===== config.mk =====
export PLATFORM = sky130hd
export DESIGN_NAME = pipeline_hazard_ctrl_flat
export DESIGN_NICKNAME = d
export VERILOG_FILES = /design/src/rtl/pipeline_hazard_ctrl_pkg.sv /design/src/rtl/pipeline_hazard_ctrl_if.sv /design/src/rtl/pipeline_hazard_ctrl_load_use_detect.sv /design/src/rtl/pipeline_hazard_ctrl.sv /design/src/flat_wrapper.sv
export SDC_FILE = /design/constraint.sdc
export NUM_CORES = 1
export LEC_CHECK = 0
export BUFFER_PORTS_ARGS = -buffer_cell sky130_fd_sc_hd__buf_2
export CORE_MARGIN = 2
export CORE_UTILIZATION = 40
export DETAILED_ROUTE_END_ITERATION = 12
export PLACE_DENSITY = 0.67
export SYNTH_ARGS = -nofsm -noshare
export SYNTH_HDL_FRONTEND = slang
export SYNTH_HIERARCHICAL = 1
export SYNTH_SLANG_ARGS = --single-unit
export TNS_END_PERCENT = 20

===== constraint.sdc =====
create_clock -name clk -period 3.44 [get_ports clk]
set_input_delay 0.344 -clock clk [delete_from_list [all_inputs] [get_ports clk]]
set_output_delay 0.344 -clock clk [all_outputs]
set_load 0.01 [all_outputs]

===== src/rtl/pipeline_hazard_ctrl_pkg.sv =====
// Shared types and constants for the pipeline hazard controller and its neighbours.
package pipeline_pkg;
  localparam int REG_ADDR_WIDTH_DFLT = 5;
  localparam int CNT_WIDTH_DFLT      = 32;

  typedef enum logic {RUN, DISCARD} hazard_state_t;

  typedef struct packed {
    logic pc_en;
    logic pc_sel_redirect;
    logic if_id_en;
    logic if_id_flush;
    logic id_ex_en;
    logic id_ex_flush;
    logic ex_mem_en;
    logic mem_wb_en;
    logic mem_wb_flush;
  } pipe_ctrl_t;

  localparam pipe_ctrl_t CTRL_RUN    = '{pc_en: 1'b1, if_id_en: 1'b1, id_ex_en: 1'b1,
                                         ex_mem_en: 1'b1, mem_wb_en: 1'b1, default: 1'b0};
  // Freeze: nothing advances, and WB sees a bubble while MEM is stuck.
  localparam pipe_ctrl_t CTRL_FREEZE = '{mem_wb_flush: 1'b1, default: 1'b0};
  localparam pipe_ctrl_t CTRL_RESET  = '{if_id_flush: 1'b1, id_ex_flush: 1'b1,
                                         mem_wb_flush: 1'b1, default: 1'b0};
endpackage


===== src/rtl/pipeline_hazard_ctrl_if.sv =====
// Hazard-status inputs from the pipeline and the register controls driven back to it.
interface pipeline_hazard_if import pipeline_pkg::*; #(
  parameter int REG_ADDR_WIDTH = REG_ADDR_WIDTH_DFLT,
  parameter int CNT_WIDTH      = CNT_WIDTH_DFLT
);
  logic [REG_ADDR_WIDTH-1:0] id_rs1, id_rs2, ex_rd;
  logic id_uses_rs1, id_uses_rs2, ex_mem_read, ex_redirect, icache_valid, dcache_busy;
  logic pc_en, pc_sel_redirect;
  logic if_id_en, if_id_flush, id_ex_en, id_ex_flush, ex_mem_en, mem_wb_en, mem_wb_flush;
  logic [CNT_WIDTH-1:0] stall_cycles, redirect_count;

  modport master (
    output id_rs1, id_rs2, id_uses_rs1, id_uses_rs2, ex_rd, ex_mem_read,
           ex_redirect, icache_valid, dcache_busy,
    input  pc_en, pc_sel_redirect, if_id_en, if_id_flush, id_ex_en, id_ex_flush,
           ex_mem_en, mem_wb_en, mem_wb_flush, stall_cycles, redirect_count
  );

  modport slave (
    input  id_rs1, id_rs2, id_uses_rs1, id_uses_rs2, ex_rd, ex_mem_read,
           ex_redirect, icache_valid, dcache_busy,
    output pc_en, pc_sel_redirect, if_id_en, if_id_flush, id_ex_en, id_ex_flush,
           ex_mem_en, mem_wb_en, mem_wb_flush, stall_cycles, redirect_count
  );
endinterface


===== src/rtl/pipeline_hazard_ctrl_load_use_detect.sv =====
// Combinational load-use comparator; also shared with the forwarding unit.
module load_use_detect import pipeline_pkg::*; #(
  parameter int REG_ADDR_WIDTH = REG_ADDR_WIDTH_DFLT
) (
  input  logic [REG_ADDR_WIDTH-1:0] id_rs1,
  input  logic [REG_ADDR_WIDTH-1:0] id_rs2,
  input  logic                      id_uses_rs1,
  input  logic                      id_uses_rs2,
  input  logic [REG_ADDR_WIDTH-1:0] ex_rd,
  input  logic                      ex_mem_read,
  output logic                      lu
);
  // x0 is hardwired zero, so a load targeting it never creates a dependency.
  assign lu = ex_mem_read && (ex_rd != '0) &&
              ((id_uses_rs1 && (id_rs1 == ex_rd)) || (id_uses_rs2 && (id_rs2 == ex_rd)));
endmodule


===== src/rtl/pipeline_hazard_ctrl.sv =====
// Priority stall/flush sequencer for the 5-stage pipeline with stall/redirect counters.
module pipeline_hazard_ctrl import pipeline_pkg::*; #(
  parameter int REG_ADDR_WIDTH = REG_ADDR_WIDTH_DFLT,
  parameter int CNT_WIDTH      = CNT_WIDTH_DFLT
) (
  input logic               clk,
  input logic               reset,
  pipeline_hazard_if.slave  bus
);
  hazard_state_t        state, state_nxt;
  pipe_ctrl_t           ctrl;
  logic                 lu, redir_take;
  logic [CNT_WIDTH-1:0] stall_q, redir_q;

  load_use_detect #(.REG_ADDR_WIDTH(REG_ADDR_WIDTH)) u_lu (
    .id_rs1      (bus.id_rs1),
    .id_rs2      (bus.id_rs2),
    .id_uses_rs1 (bus.id_uses_rs1),
    .id_uses_rs2 (bus.id_uses_rs2),
    .ex_rd       (bus.ex_rd),
    .ex_mem_read (bus.ex_mem_read),
    .lu          (lu)
  );

  always_comb begin
    ctrl       = CTRL_RUN;
    state_nxt  = state;
    redir_take = 1'b0;
    if (reset) begin
      ctrl      = CTRL_RESET;
      state_nxt = RUN;
    end else if (bus.dcache_busy) begin
      // A pending redirect stays asserted by EX and is taken once MEM drains.
      ctrl = CTRL_FREEZE;
    end else begin
      unique case (state)
        RUN: begin
          if (bus.ex_redirect) begin
            ctrl.pc_sel_redirect = 1'b1;
            ctrl.if_id_flush     = 1'b1;
            ctrl.id_ex_flush     = 1'b1;
            redir_take           = 1'b1;
            if (!bus.icache_valid) state_nxt = DISCARD;
          end else if (lu) begin
            ctrl.pc_en       = 1'b0;
            ctrl.if_id_en    = 1'b0;
            ctrl.id_ex_flush = 1'b1;
          end else if (!bus.icache_valid) begin
            ctrl.pc_en       = 1'b0;
            ctrl.if_id_flush = 1'b1;
          end
        end
        DISCARD: begin
          // The in-flight fetch belongs to the old path; drop it when it lands.
          ctrl.pc_en       = 1'b0;
          ctrl.if_id_flush = 1'b1;
          if (bus.icache_valid) state_nxt = RUN;
        end
        default: state_nxt = RUN;
      endcase
    end
  end

  always_ff @(posedge clk) begin
    if (reset) begin
      state   <= RUN;
      stall_q <= '0;
      redir_q <= '0;
    end else begin
      state <= state_nxt;
      if (!ctrl.pc_en && (stall_q != '1)) stall_q <= stall_q + 1'b1;
      if (redir_take  && (redir_q != '1)) redir_q <= redir_q + 1'b1;
    end
  end

  assign bus.pc_en           = ctrl.pc_en;
  assign bus.pc_sel_redirect = ctrl.pc_sel_redirect;
  assign bus.if_id_en        = ctrl.if_id_en;
  assign bus.if_id_flush     = ctrl.if_id_flush;
  assign bus.id_ex_en        = ctrl.id_ex_en;
  assign bus.id_ex_flush     = ctrl.id_ex_flush;
  assign bus.ex_mem_en       = ctrl.ex_mem_en;
  assign bus.mem_wb_en       = ctrl.mem_wb_en;
  assign bus.mem_wb_flush    = ctrl.mem_wb_flush;
  assign bus.stall_cycles    = stall_q;
  assign bus.redirect_count  = redir_q;
endmodule


===== src/flat_wrapper.sv =====
// flat-port wrapper written by rule: the top's interface ports become plain ports
module pipeline_hazard_ctrl_flat import pipeline_pkg::*;
#(
  parameter int REG_ADDR_WIDTH = REG_ADDR_WIDTH_DFLT,
  parameter int CNT_WIDTH      = CNT_WIDTH_DFLT
)
  (clk, reset, bus_id_rs1, bus_id_rs2, bus_id_uses_rs1, bus_id_uses_rs2, bus_ex_rd, bus_ex_mem_read, bus_ex_redirect, bus_icache_valid, bus_dcache_busy, bus_pc_en, bus_pc_sel_redirect, bus_if_id_en, bus_if_id_flush, bus_id_ex_en, bus_id_ex_flush, bus_ex_mem_en, bus_mem_wb_en, bus_mem_wb_flush, bus_stall_cycles, bus_redirect_count);
  pipeline_hazard_if #(.REG_ADDR_WIDTH(REG_ADDR_WIDTH), .CNT_WIDTH(CNT_WIDTH)) bus_i ();
  input logic clk;
  input logic reset;
  input wire logic [$bits(bus_i.id_rs1)-1:0] bus_id_rs1;
  input wire logic [$bits(bus_i.id_rs2)-1:0] bus_id_rs2;
  input wire logic [$bits(bus_i.id_uses_rs1)-1:0] bus_id_uses_rs1;
  input wire logic [$bits(bus_i.id_uses_rs2)-1:0] bus_id_uses_rs2;
  input wire logic [$bits(bus_i.ex_rd)-1:0] bus_ex_rd;
  input wire logic [$bits(bus_i.ex_mem_read)-1:0] bus_ex_mem_read;
  input wire logic [$bits(bus_i.ex_redirect)-1:0] bus_ex_redirect;
  input wire logic [$bits(bus_i.icache_valid)-1:0] bus_icache_valid;
  input wire logic [$bits(bus_i.dcache_busy)-1:0] bus_dcache_busy;
  output wire logic [$bits(bus_i.pc_en)-1:0] bus_pc_en;
  output wire logic [$bits(bus_i.pc_sel_redirect)-1:0] bus_pc_sel_redirect;
  output wire logic [$bits(bus_i.if_id_en)-1:0] bus_if_id_en;
  output wire logic [$bits(bus_i.if_id_flush)-1:0] bus_if_id_flush;
  output wire logic [$bits(bus_i.id_ex_en)-1:0] bus_id_ex_en;
  output wire logic [$bits(bus_i.id_ex_flush)-1:0] bus_id_ex_flush;
  output wire logic [$bits(bus_i.ex_mem_en)-1:0] bus_ex_mem_en;
  output wire logic [$bits(bus_i.mem_wb_en)-1:0] bus_mem_wb_en;
  output wire logic [$bits(bus_i.mem_wb_flush)-1:0] bus_mem_wb_flush;
  output wire logic [$bits(bus_i.stall_cycles)-1:0] bus_stall_cycles;
  output wire logic [$bits(bus_i.redirect_count)-1:0] bus_redirect_count;
  assign bus_i.id_rs1 = bus_id_rs1;
  assign bus_i.id_rs2 = bus_id_rs2;
  assign bus_i.id_uses_rs1 = bus_id_uses_rs1;
  assign bus_i.id_uses_rs2 = bus_id_uses_rs2;
  assign bus_i.ex_rd = bus_ex_rd;
  assign bus_i.ex_mem_read = bus_ex_mem_read;
  assign bus_i.ex_redirect = bus_ex_redirect;
  assign bus_i.icache_valid = bus_icache_valid;
  assign bus_i.dcache_busy = bus_dcache_busy;
  assign bus_pc_en = bus_i.pc_en;
  assign bus_pc_sel_redirect = bus_i.pc_sel_redirect;
  assign bus_if_id_en = bus_i.if_id_en;
  assign bus_if_id_flush = bus_i.if_id_flush;
  assign bus_id_ex_en = bus_i.id_ex_en;
  assign bus_id_ex_flush = bus_i.id_ex_flush;
  assign bus_ex_mem_en = bus_i.ex_mem_en;
  assign bus_mem_wb_en = bus_i.mem_wb_en;
  assign bus_mem_wb_flush = bus_i.mem_wb_flush;
  assign bus_stall_cycles = bus_i.stall_cycles;
  assign bus_redirect_count = bus_i.redirect_count;
  pipeline_hazard_ctrl #(.REG_ADDR_WIDTH(REG_ADDR_WIDTH), .CNT_WIDTH(CNT_WIDTH)) u_core (.clk(clk), .reset(reset), .bus(bus_i));
endmodule

After elaboration in Yosys (flattened, before gate mapping)
Cells that the tools add are included.
{ "totals": {"regBits": 65, "inputBits": 23, "out_inout_bits": 73, "elab_cells": 44} }
{ "op_classes": {"addsub": 2, "n_eq_ne": 4, "muxes": 25, "n_bitwise": 1, "n_reduce_logical": 9} }
{ "ops": {"columns": ["operator", "n"], "rows": [
  ["$add A32 B1 Y32 const B", 2],
  ["$ne A32 B32 Y1 const B", 2],
  ["$mux W1", 18],
  ["$eq A5 B5 Y1", 2],
  ["$mux W9", 1],
  ["$logic_and A1 B1 Y1", 6],
  ["$pmux W1 S2", 3],
  ["$reduce_bool A5 Y1", 1],
  ["$mux W4", 1],
  ["$mux W3", 1],
  ["$mux W2", 1],
  ["$logic_not A1 Y1", 1],
  ["$logic_or A1 B1 Y1", 1],
  ["$not A1 Y1", 1]
]} }

Longest topological paths before layout
Gate-level depths: netlist (run 1).
{ "logic_depth": {"ltp_word": 11, "mapped_depth": 10, "depth_no_buf": 9} }

By module
Netlist (run 1), hierarchy kept.
{ "modules_own_cells": {"columns": ["module", "n_inst", "cells_per_inst", "area_each_um2", "seq_area_each_um2"], "rows": [
  ["pipeline_hazard_ctrl", 1, 427, 3534.6, 1301.2],
  ["load_use_detect", 1, 17, 133.9, 0.0]
]} }

Least setup slack after synthesis (run 1)
No wires, ideal clock.
{ "synth_timing": {"path_type": "input -> register", "from": "in bus_ex_rd[0]", "to": "reg u_core.stall_q[15], in the netlist u_core/bus.stall_cycles[15]", "setup_time_ns": 0.070, "arrival_time_ns": 2.408, "required_time_ns": 3.370, "path_slack_ns": 0.961, "path_stages": 9, "n_path_buf": 0, "cell_sequence": "xor2_1 nor4_2 nand3_1 a21oi_1 nor2b_1 o21ai_2 nand2_1 or4b_2 a21oi_1"} }
{ "synth_between": {"elab_chain_cells": 11, "word_cells_on_any_way": 15, "cone_classes": "2 x eq/ne; 5 x mux; 8 x reduce/logical"} }
{ "synth_rtl": {"columns": ["item", "line", "source"], "rows": [
  ["start: declaration", "flat_wrapper.sv:15", "input wire logic [$bits(bus_i.ex_rd)-1:0] bus_ex_rd;"],
  ["$eq A5 B5 Y1", "pipeline_hazard_ctrl_load_use_detect.sv:15", "((id_uses_rs1 && (id_rs1 == ex_rd)) || (id_uses_rs2 && (id_rs2 == ex_rd)));"],
  ["$logic_and A1 B1 Y1", "pipeline_hazard_ctrl_load_use_detect.sv:15", null],
  ["$logic_or A1 B1 Y1", "pipeline_hazard_ctrl_load_use_detect.sv:15", null],
  ["$logic_and A1 B1 Y1 *", "pipeline_hazard_ctrl_load_use_detect.sv:14", "assign lu = ex_mem_read && (ex_rd != '0) &&"],
  ["net u_core.lu", "pipeline_hazard_ctrl.sv:12", "logic lu, redir_take;"],
  ["$mux W1 *", "pipeline_hazard_ctrl.sv:44", "end else if (lu) begin"],
  ["$mux W1 *", "pipeline_hazard_ctrl.sv:38", "if (bus.ex_redirect) begin"],
  ["$pmux W1 S2 *", "pipeline_hazard_ctrl.sv:36", "unique case (state)"],
  ["$mux W4 *", "pipeline_hazard_ctrl.sv:32", "end else if (bus.dcache_busy) begin"],
  ["$mux W9 *", "pipeline_hazard_ctrl.sv:29", "if (reset) begin"],
  ["$logic_not A1 Y1 *", "pipeline_hazard_ctrl.sv:71", "if (!ctrl.pc_en && (stall_q != '1)) stall_q <= stall_q + 1'b1;"],
  ["$logic_and A1 B1 Y1 *", "pipeline_hazard_ctrl.sv:71", null],
  ["end signal: assignment", "pipeline_hazard_ctrl.sv:71", null],
  ["end: declaration", "pipeline_hazard_ctrl.sv:13", "logic [CNT_WIDTH-1:0] stall_q, redir_q;"]
]} }
Mark *: on every way through the listed nets, which the timed path passes. The rest lies on a longest branch.
A chain may end at the register's enable or synchronous reset.

Worst setup path after layout (run 1)
{ "layout_timing": {"from": "in bus_ex_rd[1]", "to": "reg u_core.stall_q[15], in the netlist u_core/bus.stall_cycles[15]"} }
Same word-level chain as after synthesis.

==> metrics.md, run 1 <==
| Metric | Value |
|---|---|
| # resized after CTS | `0` |
| Critical path class | `input port to flop` |
| Sw Share | `23.5%` |
| Flop pwr share | `51.0%` |
| Die Span Y | `99.8 um` |
| Share of the synthesized area in the top cell type | `35.5%` |
| Syn Area/Cell | `around 8.3 um2` |
| Final WL | `between 9000 and 10000 um` |
| Synth top area cells | `dfxtp_1, a21oi_1, nand3_1, mux2_2, o21ai_0` |
| Commonest non-fill, non-tap cell in the layout | `buf_2` |
| CP max FO | `10` |
| Gr ovfl total | `0` |
| Yosys reg bits | `65` |
| DR vias | `3714` |
| Crit path cell chain | `buf_2 > xor2_1 > nor4_1 > nand3_1 > a21oi_1 > nor2b_1 > o21ai_2 > nand2_1 > or4b_2 > a21oi_1` |
| Clock Tree Buf Depth | `2` |
| Post-cts hold buffer count | `0` |
| Hold Violations, Final | `0` |
| Dpl hpwl | `6880 um` |
| Status | `complete, no violations` |
| VDD IR-drop max | `roughly 0.23 mV` |
| Vias in the first global route | `3321` |
| Post-CTS Setup Inserts | `0` |
| Hold Path Class | `input port to flop` |
| Cells after Synth | `between 400 and 500` |
| Root buf cell | `clkbuf_8` |
| Power Density | `between 300 and 400 nW/um2` |
| YS warnings | `6` |
| Drt wl/cell | `15.1 um` |
| FFs w/ async S/R, synth | `0%` |
| RSZ-0062 raised after global routing | `false` |
| Worst endpoint required time | `3.71 ns` |
| Fraction of layout instances using a drive strength above 1 | `approximately a quarter` |
| Post-route antenna net violation count | `0` |
| R2r startpoint | `u_core/bus.stall_cycles[7]$_SDFFE_PP0P_` |
| Commonest non-fill, non-tap cells in the layout | `buf_2, dfxtp_1, a21oi_1` |
| Num rows | `34` |
| Setup crit start kind | `input port` |
| Static Leak | `1.72 nW` |
| Final nets | `551` |
| Finished Core Util | `49.5%` |
| Cell area after synthesis | `about 3700 um2` |
| CTS tree | `built` |
| # port buffers | `95` |
| H-tree levels | `3` |
| Core region area | `slightly below 9000 um2` |
| Max Clk Rate | `367 MHz` |
| EDFF count, synth | `0` |
| Gpl congestion | `0.852` |
| Final Max Tran Viols | `0` |
| Worst endpoint data arrival time | `2.99 ns` |
| # IOs | `96` |
| Min Tclk post-route | `2.72 ns` |
| N_diodes | `0` |
| Worst skew pair latency | `0.33 ns` |
| TritonCTS buffer count | `9` |
| Critical path's largest stage delay | `approximately 0.7 ns` |
| Hold wc startpoint | `bus_icache_valid` |
| Mapped Nets | `469` |
| DR iter-0 viols | `151` |
| Synth Flop Type | `dfxtp_1` |
| Area grow syn2layout | `18.9%` |
| Max-Slew Margin vs Limit | `48.5%` |
| NetSw | `354 uW` |
| Least-Margin Pin Slew | `0.768 ns` |
| Clock-pin slew on the worst setup and hold paths | `0.07 ns` |
| Flop2flop setup slack | `0.87 ns` |
| Clk sinks | `65` |
| Int Pwr | `1.15 mW` |
| Number of antenna violations at the first check in global routing | `0` |
| CP bufs+invs | `1` |
| GR Util All Layers | `19.2%` |
| Drc violations | `0` |
| Seq/Total Area, Yosys | `35.5%` |
| Family with the most delay on the worst path | `simple AND/OR/NAND/NOR gates` |
| Max Cap Viol | `0` |
| Final Skew | `0.00715 ns` |
| Clk pwr share | `42.6%` |
| Critical path startpoint | `bus_ex_rd[1]` |
| Distinct cells, synth | `53` |
| Full die area | `approximately 10000 um2` |
| First-pass GRT wire length | `15800 um` |
| Chip Width | `99.8 um` |
| Setup violations, final | `0` |
| Vias per cell | `between 5 and 6` |
| Period Utilization, post-route | `between 70% and 80%` |
| Crit. End Element | `flop` |
| Drt pass-1 iters | `4` |
| Cell mode on critical path | `a21oi_1` |
| Slowest cell on the critical path | `or4b_2` |
| Initial Util | `between 40% and 50%` |
| Setup TNS | `0 ns` |
| Combinational fraction of design power | `6.4%` |
| Largest net degree at the start of global routing | `60` |
| Yosys top cell by area | `dfxtp_1` |
flip-flops by register name, summed over array words and instances (netlist names):
register,cells
u_core/bus.redirect_count,32
u_core/state,1
u_core/bus.stall_cycles,32
cells in the mapped netlist, drive strengths merged (4+ instances only):
| cell type | number |
|---|---|
| or2 | 4 |
| a211oi | 5 |
| and4 | 10 |
| o21ai | 27 |
| o31ai | 12 |
| nand3 | 31 |
| mux2 | 14 |
| xor2 | 10 |
| nor2b | 15 |
| and2 | 6 |
| xnor2 | 5 |
| and3 | 10 |
| or3 | 18 |
| inv | 13 |
| o211ai | 5 |
| o41ai | 5 |
| dfxtp | 65 |
| or4 | 14 |
| buf | 9 |
| nor4 | 9 |
| nor4b | 6 |
| nor2 | 26 |
| nor3 | 7 |
| clkbuf | 16 |
| a21oi | 35 |
| nand4 | 13 |
| nand2 | 31 |
through the flow:
step	hold WS (ns)	total power, mW	setup slack (ns)	std cells	instance area [um2]
floorplan	0.445	0.842	0.961	444	3670
global placement	0.482	0.877	0.563	623	4170
detailed placement	0.495	0.881	0.429	623	4170
CTS	0.210	1.52	0.811	639	4360
global route	0.212	1.57	0.546	639	4360
finish	0.228	1.50	0.715	639	4360
power groups by stage:
stage	logic, mW	clock network, mW	registers, mW
2_1_floorplan	0.0558	0	0.786
3_3_place_gp	0.0931	0	0.784
3_5_place_dp	0.0965	0	0.784
4_1_cts	0.0968	0.657	0.767
5_1_grt	0.107	0.695	0.768
6_report	0.0963	0.640	0.767
metal layers:
metal	wire length, um	GRT usage [%]	vias to the layer above
li1	-	-	1828
met5	0	0	-
met4	114	6.53	0
met3	474	4.78	12
met2	4750	33.1	95
met1	4300	23.2	1779
final timing paths:
kind / endpoint / cells after the start
setup / recovery: u_core/bus.stall_cycles[15]$_SDFFE_PP0P_ / 10
hold / removal: u_core/state$_SDFFE_PP0N_ / 2
setup reg to reg: u_core/bus.stall_cycles[18]$_SDFFE_PP0P_ / 5
hold reg to reg: u_core/bus.redirect_count[29]$_SDFFE_PP0P_ / 2
worst reg2reg max path: stages (launching register included):
cell      delay, ns
dfxtp_1        0.42
nand4_2        0.20
or4_1          0.74
o211ai_1       0.71
nor4_1         0.10
mux2_2         0.29
logic make-up after synthesis:
| logic type | synth area share [%] |
|---|---|
| AND/OR/NAND/NOR | 32.3 |
| XOR/XNOR | 3.58 |
| buffers and inverters | 4.43 |
| multiplexers | 5.12 |
| adder cells (fa/ha/maj) | 0.682 |
| flip-flops | 35.5 |
| AO/OA/AOI/OAI | 18.4 |
area by class of cell:
type	count	area (um2)
clock buffers	13	149
well taps	108	135
clock inverters	3	40.0
fillers	878	4440
repair buffers	96	483
inverters	13	48.8
flip-flops and latches	65	1300
multi-input cells	341	2200
Power figures use the tool's default switching activity.
==> inputs of run 2 (changes only) <==
ABC_AREA = 1   (was unset)
PLACE_DENSITY = 0.66   (was 0.67)
clock period = 2.68 ns   (was 3.44 ns; I/O delays follow)
==> run 2 against run 1 <==
  * Count of clock-buffer cells in the layout is 3 lower
  * Sequential cell count is the same
  * Global-route usage up 1.4 points
  * Area after synthesis grew 16%
  * Register-to-register slack got worse by 0.23 ns
  * Clock power is 28% higher
  * Setup slack worse by 0.074 ns
  * Sequential share of layout area decreased by 3.4 points
  * Largest cell class unchanged
==> metrics.md, run 2 <==
| Metric | Value |
|---|---|
| TritonCTS buffer count | `9 (unchanged)` |
| Fraction of layout instances using a drive strength above 1 | `18.4% (was 26.4%)` |
| First-pass GRT wire length | `19000 um (was 15800 um)` |
| Worst skew pair latency | `0.35 ns (was 0.33 ns)` |
| Gpl congestion | `0.914 (was 0.852)` |
| Crit. End Element | `flop (unchanged)` |
| Num rows | `37 (was 34)` |
| Largest net degree at the start of global routing | `55 (was 60)` |
| Static Leak | `2.30 nW (was 1.72 nW)` |
| Clock Tree Buf Depth | `2 (unchanged)` |
| Final nets | `821 (was 551)` |
| Yosys reg bits | `65 (unchanged)` |
| Setup TNS | `0 ns (unchanged)` |
| Dpl hpwl | `8750 um (was 6880 um)` |
| Core region area | `10300 um2 (was 8810 um2)` |
| Critical path class | `flop to flop (was input port to flop)` |
| YS warnings | `6 (unchanged)` |
| Power Density | `395 nW/um2 (was 345 nW/um2)` |
| Worst endpoint data arrival time | `2.28 ns (was 2.99 ns)` |
| Post-CTS Setup Inserts | `0 (unchanged)` |
| Setup crit start kind | `flop (was input port)` |
| DR vias | `4671 (was 3714)` |
| Synth top area cells | `dfxtp_1, nand2_1, nor2_1, nand3_1, a21oi_1 (was dfxtp_1, a21oi_1, nand3_1, mux2_2, o21ai_0)` |
| Post-cts hold buffer count | `0 (unchanged)` |
| Share of the synthesized area in the top cell type | `30.7% (was 35.5%)` |
| DR iter-0 viols | `262 (was 151)` |
| Mapped Nets | `732 (was 469)` |
| Die Span Y | `107 um (was 99.8 um)` |
| H-tree levels | `3 (unchanged)` |
| Max Cap Viol | `0 (unchanged)` |
| Commonest non-fill, non-tap cell in the layout | `nand2_1 (was buf_2)` |
| Clk sinks | `65 (unchanged)` |
| Cell area after synthesis | `4240 um2 (was 3670 um2)` |
| Number of antenna violations at the first check in global routing | `0 (unchanged)` |
| Vias in the first global route | `4213 (was 3321)` |
| Setup violations, final | `0 (unchanged)` |
| Hold Violations, Final | `0 (unchanged)` |
| # port buffers | `95 (unchanged)` |
| Full die area | `11500 um2 (was 9950 um2)` |
| EDFF count, synth | `0 (unchanged)` |
| VDD IR-drop max | `0.240 mV (was 0.228 mV)` |
| Post-synth top cells | `nand2_1, nor2_1, nand3_1 (was dfxtp_1, a21oi_1, nand2_1)` |
| GR Util All Layers | `20.6% (was 19.2%)` |
| # IOs | `96 (unchanged)` |
| Period Utilization, post-route | `76.1%` |
| Drt pass-1 iters | `4 (unchanged)` |
| Yosys top cell by area | `dfxtp_1 (unchanged)` |
| Worst endpoint required time | `2.92 ns (was 3.71 ns)` |
| Final worst-path setup slack | `0.641 ns (was 0.715 ns)` |
| Root buf cell | `clkbuf_8 (unchanged)` |
| Slowest cell on the critical path | `dfxtp_1 (was or4b_2)` |
| N_diodes | `0 (unchanged)` |
| Vias per cell | `4.99 (was 5.81)` |
| # resized after CTS | `0 (unchanged)` |
| DP Worst Slack | `0.521 ns (was 0.429 ns)` |
| Least-Margin Pin Slew | `0.602 ns (was 0.768 ns)` |
| Chip Width | `107 um (was 99.8 um)` |
| Commonest non-fill, non-tap cells in the layout | `nand2_1, nor2_1, buf_2 (was buf_2, dfxtp_1, a21oi_1)` |
| Hold Path Class | `input port to flop (unchanged)` |
| Seq/Total Area, Yosys | `30.7% (was 35.5%)` |
| Cell with the most instances after synthesis | `nand2_1 (was dfxtp_1)` |
| Syn Area/Cell | `6.00 um2 (was 8.26 um2)` |
| Drc violations | `0 (unchanged)` |
| FFs w/ async S/R, synth | `0% (unchanged)` |
| CTS tree | `built (unchanged)` |
| Post-route antenna net violation count | `0 (unchanged)` |
| Min Tclk post-route | `2.04 ns` |
| Family with the most delay on the worst path | `simple AND/OR/NAND/NOR gates (unchanged)` |
| Area grow syn2layout | `16.2% (was 18.9%)` |
| CP max FO | `16 (was 10)` |
| Synth Flop Type | `dfxtp_1 (unchanged)` |
| CP bufs+invs | `2 (was 1)` |
| Final WL | `11500 um (was 9640 um)` |
| Max Clk Rate | `490 MHz` |
| Final Max Tran Viols | `0 (unchanged)` |
| Initial Util | `41.1% (was 41.7%)` |
| Status | `complete, no violations (unchanged)` |
| Crit path cell chain | `ha_1 > nand3_1 > inv_2 > nand2_2 > nor2_4 > nand3_2 > buf_4 > a21oi_1 > nor2_1 (was buf_2 > xor2_1 > nor4_1 > nand3_1 > a21oi_1 > nor2b_1 > o21ai_2 > nand2_1 > or4b_2 > a21oi_1)` |
| Cells after Synth | `707 (was 444)` |
| Critical path's largest stage delay | `0.41 ns (was 0.70 ns)` |
| RSZ-0062 raised after global routing | `false (unchanged)` |
| Clock-pin slew on the worst setup and hold paths | `0.07 ns (about the same)` |
| Final Skew | `0.0102 ns (was 0.00715 ns)` |
| Gr ovfl total | `0 (unchanged)` |
| Distinct cells, synth | `29 (was 53)` |
| Drt wl/cell | `12.3 um (was 15.1 um)` |
| Max-Slew Margin vs Limit | `59.9% (was 48.5%)` |
| Finished Core Util | `47.8% (was 49.5%)` |
==> run 2: layout make-up <==
class	count	area, um2
Timing Repair Buffer	99	518
Tap cell	136	170
Fill cell	1127	5390
Clock inverter	6	58.8
Sequential cell	65	1300
Clock buffer	10	128
Inverter	74	280
Multi-Input combinational cell	547	2470
==> run 2: cells by family (layout without fill, tap and decap cells) <==
kind of cell	after synthesis	in the layout	synth area share (%)
buffers and inverters	95	189	11.1
adder cells (fa/ha/maj)	2	2	0.590
AO/OA/AOI/OAI	62	62	7.43
AND/OR/NAND/NOR	478	478	49.2
flip-flops	65	65	30.7
XOR/XNOR	5	5	1.03
==> run 2: worst reg2reg max path, cell delays in order (launching register included) <==
cell,delay [ns]
dfxtp_1,0.41
ha_1,0.22
nand3_1,0.12
inv_2,0.11
nand2_2,0.08
nor2_4,0.12
nand3_2,0.32
buf_4,0.34
a21oi_1,0.17
nor2_1,0.06
==> run 2: path summary, 6_finish.rpt <==
path	to	cells past startpoint	slack, ns	start
hold reg to reg	u_core/bus.redirect_count[0]$_SDFFE_PP0P_	2	0.51	u_core/bus.redirect_count[0]$_SDFFE_PP0P_
setup reg to reg	u_core/bus.stall_cycles[26]$_SDFFE_PP0P_	9	0.64	u_core/bus.stall_cycles[0]$_SDFFE_PP0P_
setup / recovery	u_core/bus.stall_cycles[26]$_SDFFE_PP0P_	9	0.64	u_core/bus.stall_cycles[0]$_SDFFE_PP0P_
hold / removal	u_core/state$_SDFFE_PP0N_	2	0.14	bus_icache_valid
==> run 2: stage by stage <==
stage                     std cells  hold slack [ns]  cell area (um2)  power [mW]
final                           937            0.139             4930        1.94
after detailed placement        921            0.497             4740        1.15
after global placement          921            0.482             4740        1.14
after CTS                       937            0.118             4930        1.98
after global routing            937            0.135             4930        2.04
after floorplan                 707            0.368             4240        1.10
==> run 2: per-layer routing <==
| metal | wire length [um] | share of wire [%] | global-route usage (%) | vias up |
|---|---|---|---|---|
| li1 | - | - | - | 2417 |
| met4 | 112 | 0.97 | 5.84 | 0 |
| met5 | 0 | 0 | 0 | - |
| met2 | 5200 | 45 | 32.8 | 122 |
| met3 | 761 | 6.6 | 5.96 | 9 |
| met1 | 5450 | 47 | 27.0 | 2123 |
==> run 2: power breakdown <==
part	leakage [nW]	switching (mW)	internal, mW
registers	0.524	0.00795	0.972
clock network	0.0998	0.395	0.425
logic	1.67	0.0894	0.0557
==> inputs of run 3 (changes only) <==
ABC_AREA = 0   (was 1)
PLACE_DENSITY = 0.7   (was 0.66)
clock period = 1.65 ns   (was 2.68 ns; I/O delays follow)
==> run 3 against run 2 <==
  * The run now ends with setup timing left
  * Via count fell by 6.5%
  * Design area up 22%
  * Hold slack worse by 0.019 ns
  * Register-to-register slack worse by 0.99 ns
  * Critical path type is now input port to flop
  * Critical endpoint is now u_core/bus.stall_cycles[18]$_SDFFE_PP0P_
  * Highest routed layer unchanged
==> metrics.md, run 3 (synthesis results as in run 1) <==
| Metric | Value |
|---|---|
| Status | `complete, but fails checks (was complete, no violations)` |
| Failing checks | `setup timing` |
| Cell depth of the worst flop-to-flop path | `8 (was 9)` |
| GR Util All Layers | `24.9% (was 20.6%)` |
| Final worst-path setup slack | `-0.381 ns (was 0.641 ns)` |
| Drt wl/cell | `15.9 um (was 12.3 um)` |
| Commonest non-fill, non-tap cell in the layout | `buf_4 (was nand2_1)` |
| Cell mode on critical path | `buf_4` |
| DR iter-0 viols | `219 (was 262)` |
| TritonCTS buffer count | `9 (unchanged)` |
| Period Utilization, post-route | `123%` |
| Num rows | `34 (was 37)` |
| Fin area | `6000 um2 (was 4930 um2)` |
| Area grow syn2layout | `63.7% (was 16.2%)` |
| Drt pass-1 iters | `5 (was 4)` |
| Root buf cell | `clkbuf_8 (unchanged)` |
| Critical path's largest stage delay | `0.33 ns (was 0.41 ns)` |
| Fin Hold WS | `0.120 ns (was 0.139 ns)` |
| Final Skew | `0.0137 ns (was 0.0102 ns)` |
| Placed Area | `5310 um2 (was 4740 um2)` |
| H-tree levels | `3 (unchanged)` |
| DP Worst Slack | `-0.891 ns (was 0.521 ns)` |
| # port buffers | `95 (unchanged)` |
| Core region area | `8810 um2 (was 10300 um2)` |
| Vias in the first global route | `4332 (was 4213)` |
| Hold Path Class | `input port to flop (unchanged)` |
| Final WL | `12500 um (was 11500 um)` |
| Min Tclk post-route | `2.03 ns` |
| Max Cap Viol | `0 (unchanged)` |
| Setup violations, final | `63 (was 0)` |
| # IOs | `96 (unchanged)` |
| Post-route antenna net violation count | `0 (unchanged)` |
| Fraction of layout instances using a drive strength above 1 | `53.6% (was 18.4%)` |
| Final nets | `697 (was 821)` |
| Full die area | `9950 um2 (was 11500 um2)` |
| DR vias | `4367 (was 4671)` |
| Initial Util | `41.7% (was 41.1%)` |
| Worst endpoint required time | `1.88 ns (was 2.92 ns)` |
| End point of the critical path | `u_core/bus.stall_cycles[18]$_SDFFE_PP0P_ (was u_core/bus.stall_cycles[26]$_SDFFE_PP0P_)` |
| Placed cells | `761 (was 921)` |
| Power Density | `537 nW/um2 (was 395 nW/um2)` |
| FF-to-FF End | `u_core/bus.stall_cycles[6]$_SDFFE_PP0P_ (was u_core/bus.stall_cycles[26]$_SDFFE_PP0P_)` |
| Number of antenna violations at the first check in global routing | `0 (unchanged)` |
| Clk pwr share | `41.3% (was 42.2%)` |
| Static Leak | `2.69 nW (was 2.30 nW)` |
| Sw Share | `24.7% (was 25.3%)` |
| Final Max Tran Viols | `0 (unchanged)` |
| Post-cts hold buffer count | `0 (unchanged)` |
| Critical path class | `input port to flop (was flop to flop)` |
| RSZ-0062 raised after global routing | `true (was false)` |
| Commonest non-fill, non-tap cells in the layout | `buf_4, buf_2, dfxtp_1 (was nand2_1, nor2_1, buf_2)` |
| Vias per cell | `5.56 (was 4.99)` |
| Die Span Y | `99.8 um (was 107 um)` |
| Hold Violations, Final | `0 (unchanged)` |
| N_diodes | `0 (unchanged)` |
| Int Pwr | `2.43 mW (was 1.45 mW)` |
| CTS tree | `built (unchanged)` |
| Gpl congestion | `0.885 (was 0.914)` |
| Flop pwr share | `49.2% (was 50.4%)` |
| NetSw | `795 uW (was 492 uW)` |
| CP max FO | `7 (was 16)` |
| R2r startpoint | `u_core/bus.stall_cycles[12]$_SDFFE_PP0P_ (was u_core/bus.stall_cycles[0]$_SDFFE_PP0P_)` |
| Least-Margin Pin Slew | `0.408 ns (was 0.602 ns)` |
| Setup crit start kind | `input port (was flop)` |
| Clock Tree Buf Depth | `2 (unchanged)` |
| Dpl hpwl | `9030 um (was 8750 um)` |
| Slowest cell on the critical path | `mux2_4 (was dfxtp_1)` |
| Crit path cell chain | `buf_6 > xor2_1 > nor4_2 > nand3_1 > a21oi_2 > nor2b_1 > o21ai_2 > buf_4 > o211ai_1 > buf_4 > nor4_4 > mux2_4 (was ha_1 > nand3_1 > inv_2 > nand2_2 > nor2_4 > nand3_2 > buf_4 > a21oi_1 > nor2_1)` |
| Worst skew pair latency | `0.34 ns (was 0.35 ns)` |
| Chip Width | `99.8 um (was 107 um)` |
| Max Clk Rate | `492 MHz` |
| Clock-pin slew on the worst setup and hold paths | `0.07 ns (about the same)` |
| Largest net degree at the start of global routing | `52 (was 55)` |
| First-pass GRT wire length | `20300 um (was 19000 um)` |
| Clk sinks | `65 (unchanged)` |
| Filler instances | `706 (was 1127)` |
| Combinational fraction of design power | `9.5% (was 7.5%)` |
| VDD IR-drop max | `0.355 mV (was 0.240 mV)` |
| Gr ovfl total | `0 (unchanged)` |
| Worst endpoint data arrival time | `2.26 ns (was 2.28 ns)` |
| Layout Cells excl Fill | `785 (was 937)` |
| Max-Slew Margin vs Limit | `72.6% (was 59.9%)` |
| Drc violations | `0 (unchanged)` |
| Flop2flop setup slack | `-0.35 ns (was 0.64 ns)` |
| Critical path startpoint | `bus_id_rs2[1] (was u_core/bus.stall_cycles[0]$_SDFFE_PP0P_)` |
| Crit. End Element | `flop (unchanged)` |
[run 3: worst min path at each step]
stage | from | to | slack, ns | depth (start not counted)
after floorplan | bus_icache_valid | u_core/state$_SDFFE_PP0N_ | 0.27 | 1
after global placement | bus_icache_valid | u_core/state$_SDFFE_PP0N_ | 0.46 | 3
after detailed placement | bus_icache_valid | u_core/state$_SDFFE_PP0N_ | 0.47 | 3
after CTS | bus_icache_valid | u_core/state$_SDFFE_PP0N_ | 0.11 | 3
after global routing | bus_icache_valid | u_core/state$_SDFFE_PP0N_ | 0.12 | 3
final | bus_icache_valid | u_core/state$_SDFFE_PP0N_ | 0.12 | 3
[run 3: what timing repair did]
item,CTS,global route
pin swaps,37,12
gates cloned,0,0
gates resized for setup,72,35
setup buffers,5,3
setup endpoints to repair,68,68
[run 3: power groups by stage]
stage | registers, mW | clock network, mW | logic, mW
after global placement | 1.62 | 0 | 0.261
after CTS | 1.59 | 1.35 | 0.294
final | 1.58 | 1.33 | 0.307
after global routing | 1.59 | 1.43 | 0.333
after detailed placement | 1.62 | 0 | 0.271
after floorplan | 1.63 | 0 | 0.118
[run 3: area by class of cell]
class / count / area (um2) / share of cell area [%]
Tap cell: 108 / 135 / 2.25
Clock buffer: 14 / 183 / 3.04
Clock inverter: 2 / 10.0 / 0.167
Timing Repair Buffer: 242 / 1690 / 28.1
Inverter: 13 / 48.8 / 0.813
Multi-Input combinational cell: 341 / 2610 / 43.5
Sequential cell: 65 / 1330 / 22.2
[run 3: critical path: cells and delay by family]
family	cells	cell delay [ns]
multiplexers	1	0.33
AO/OA/AOI/OAI	3	0.47
AND/OR/NAND/NOR	4	0.71
buffers and inverters	3	0.42
XOR/XNOR	1	0.16
[run 3: stage by stage]
stage               power [mW]  util, %  TNS, ns
floorplan                 1.75        -   -17.00
global placement          1.88     60.3   -24.59
detailed placement        1.89     60.3   -29.78
CTS                       3.23     66.2   -12.04
global route              3.35     68.2   -18.68
finish                    3.22     68.2   -12.45
[run 3: routing by layer]
metal | up-vias | wire length, um | GRT usage [%]
met5 | - | 0 | 0
met3 | 13 | 706 | 3.94
met2 | 149 | 6300 | 43.3
met1 | 2079 | 5300 | 31.7
li1 | 2126 | - | -
met4 | 0 | 157 | 8.01
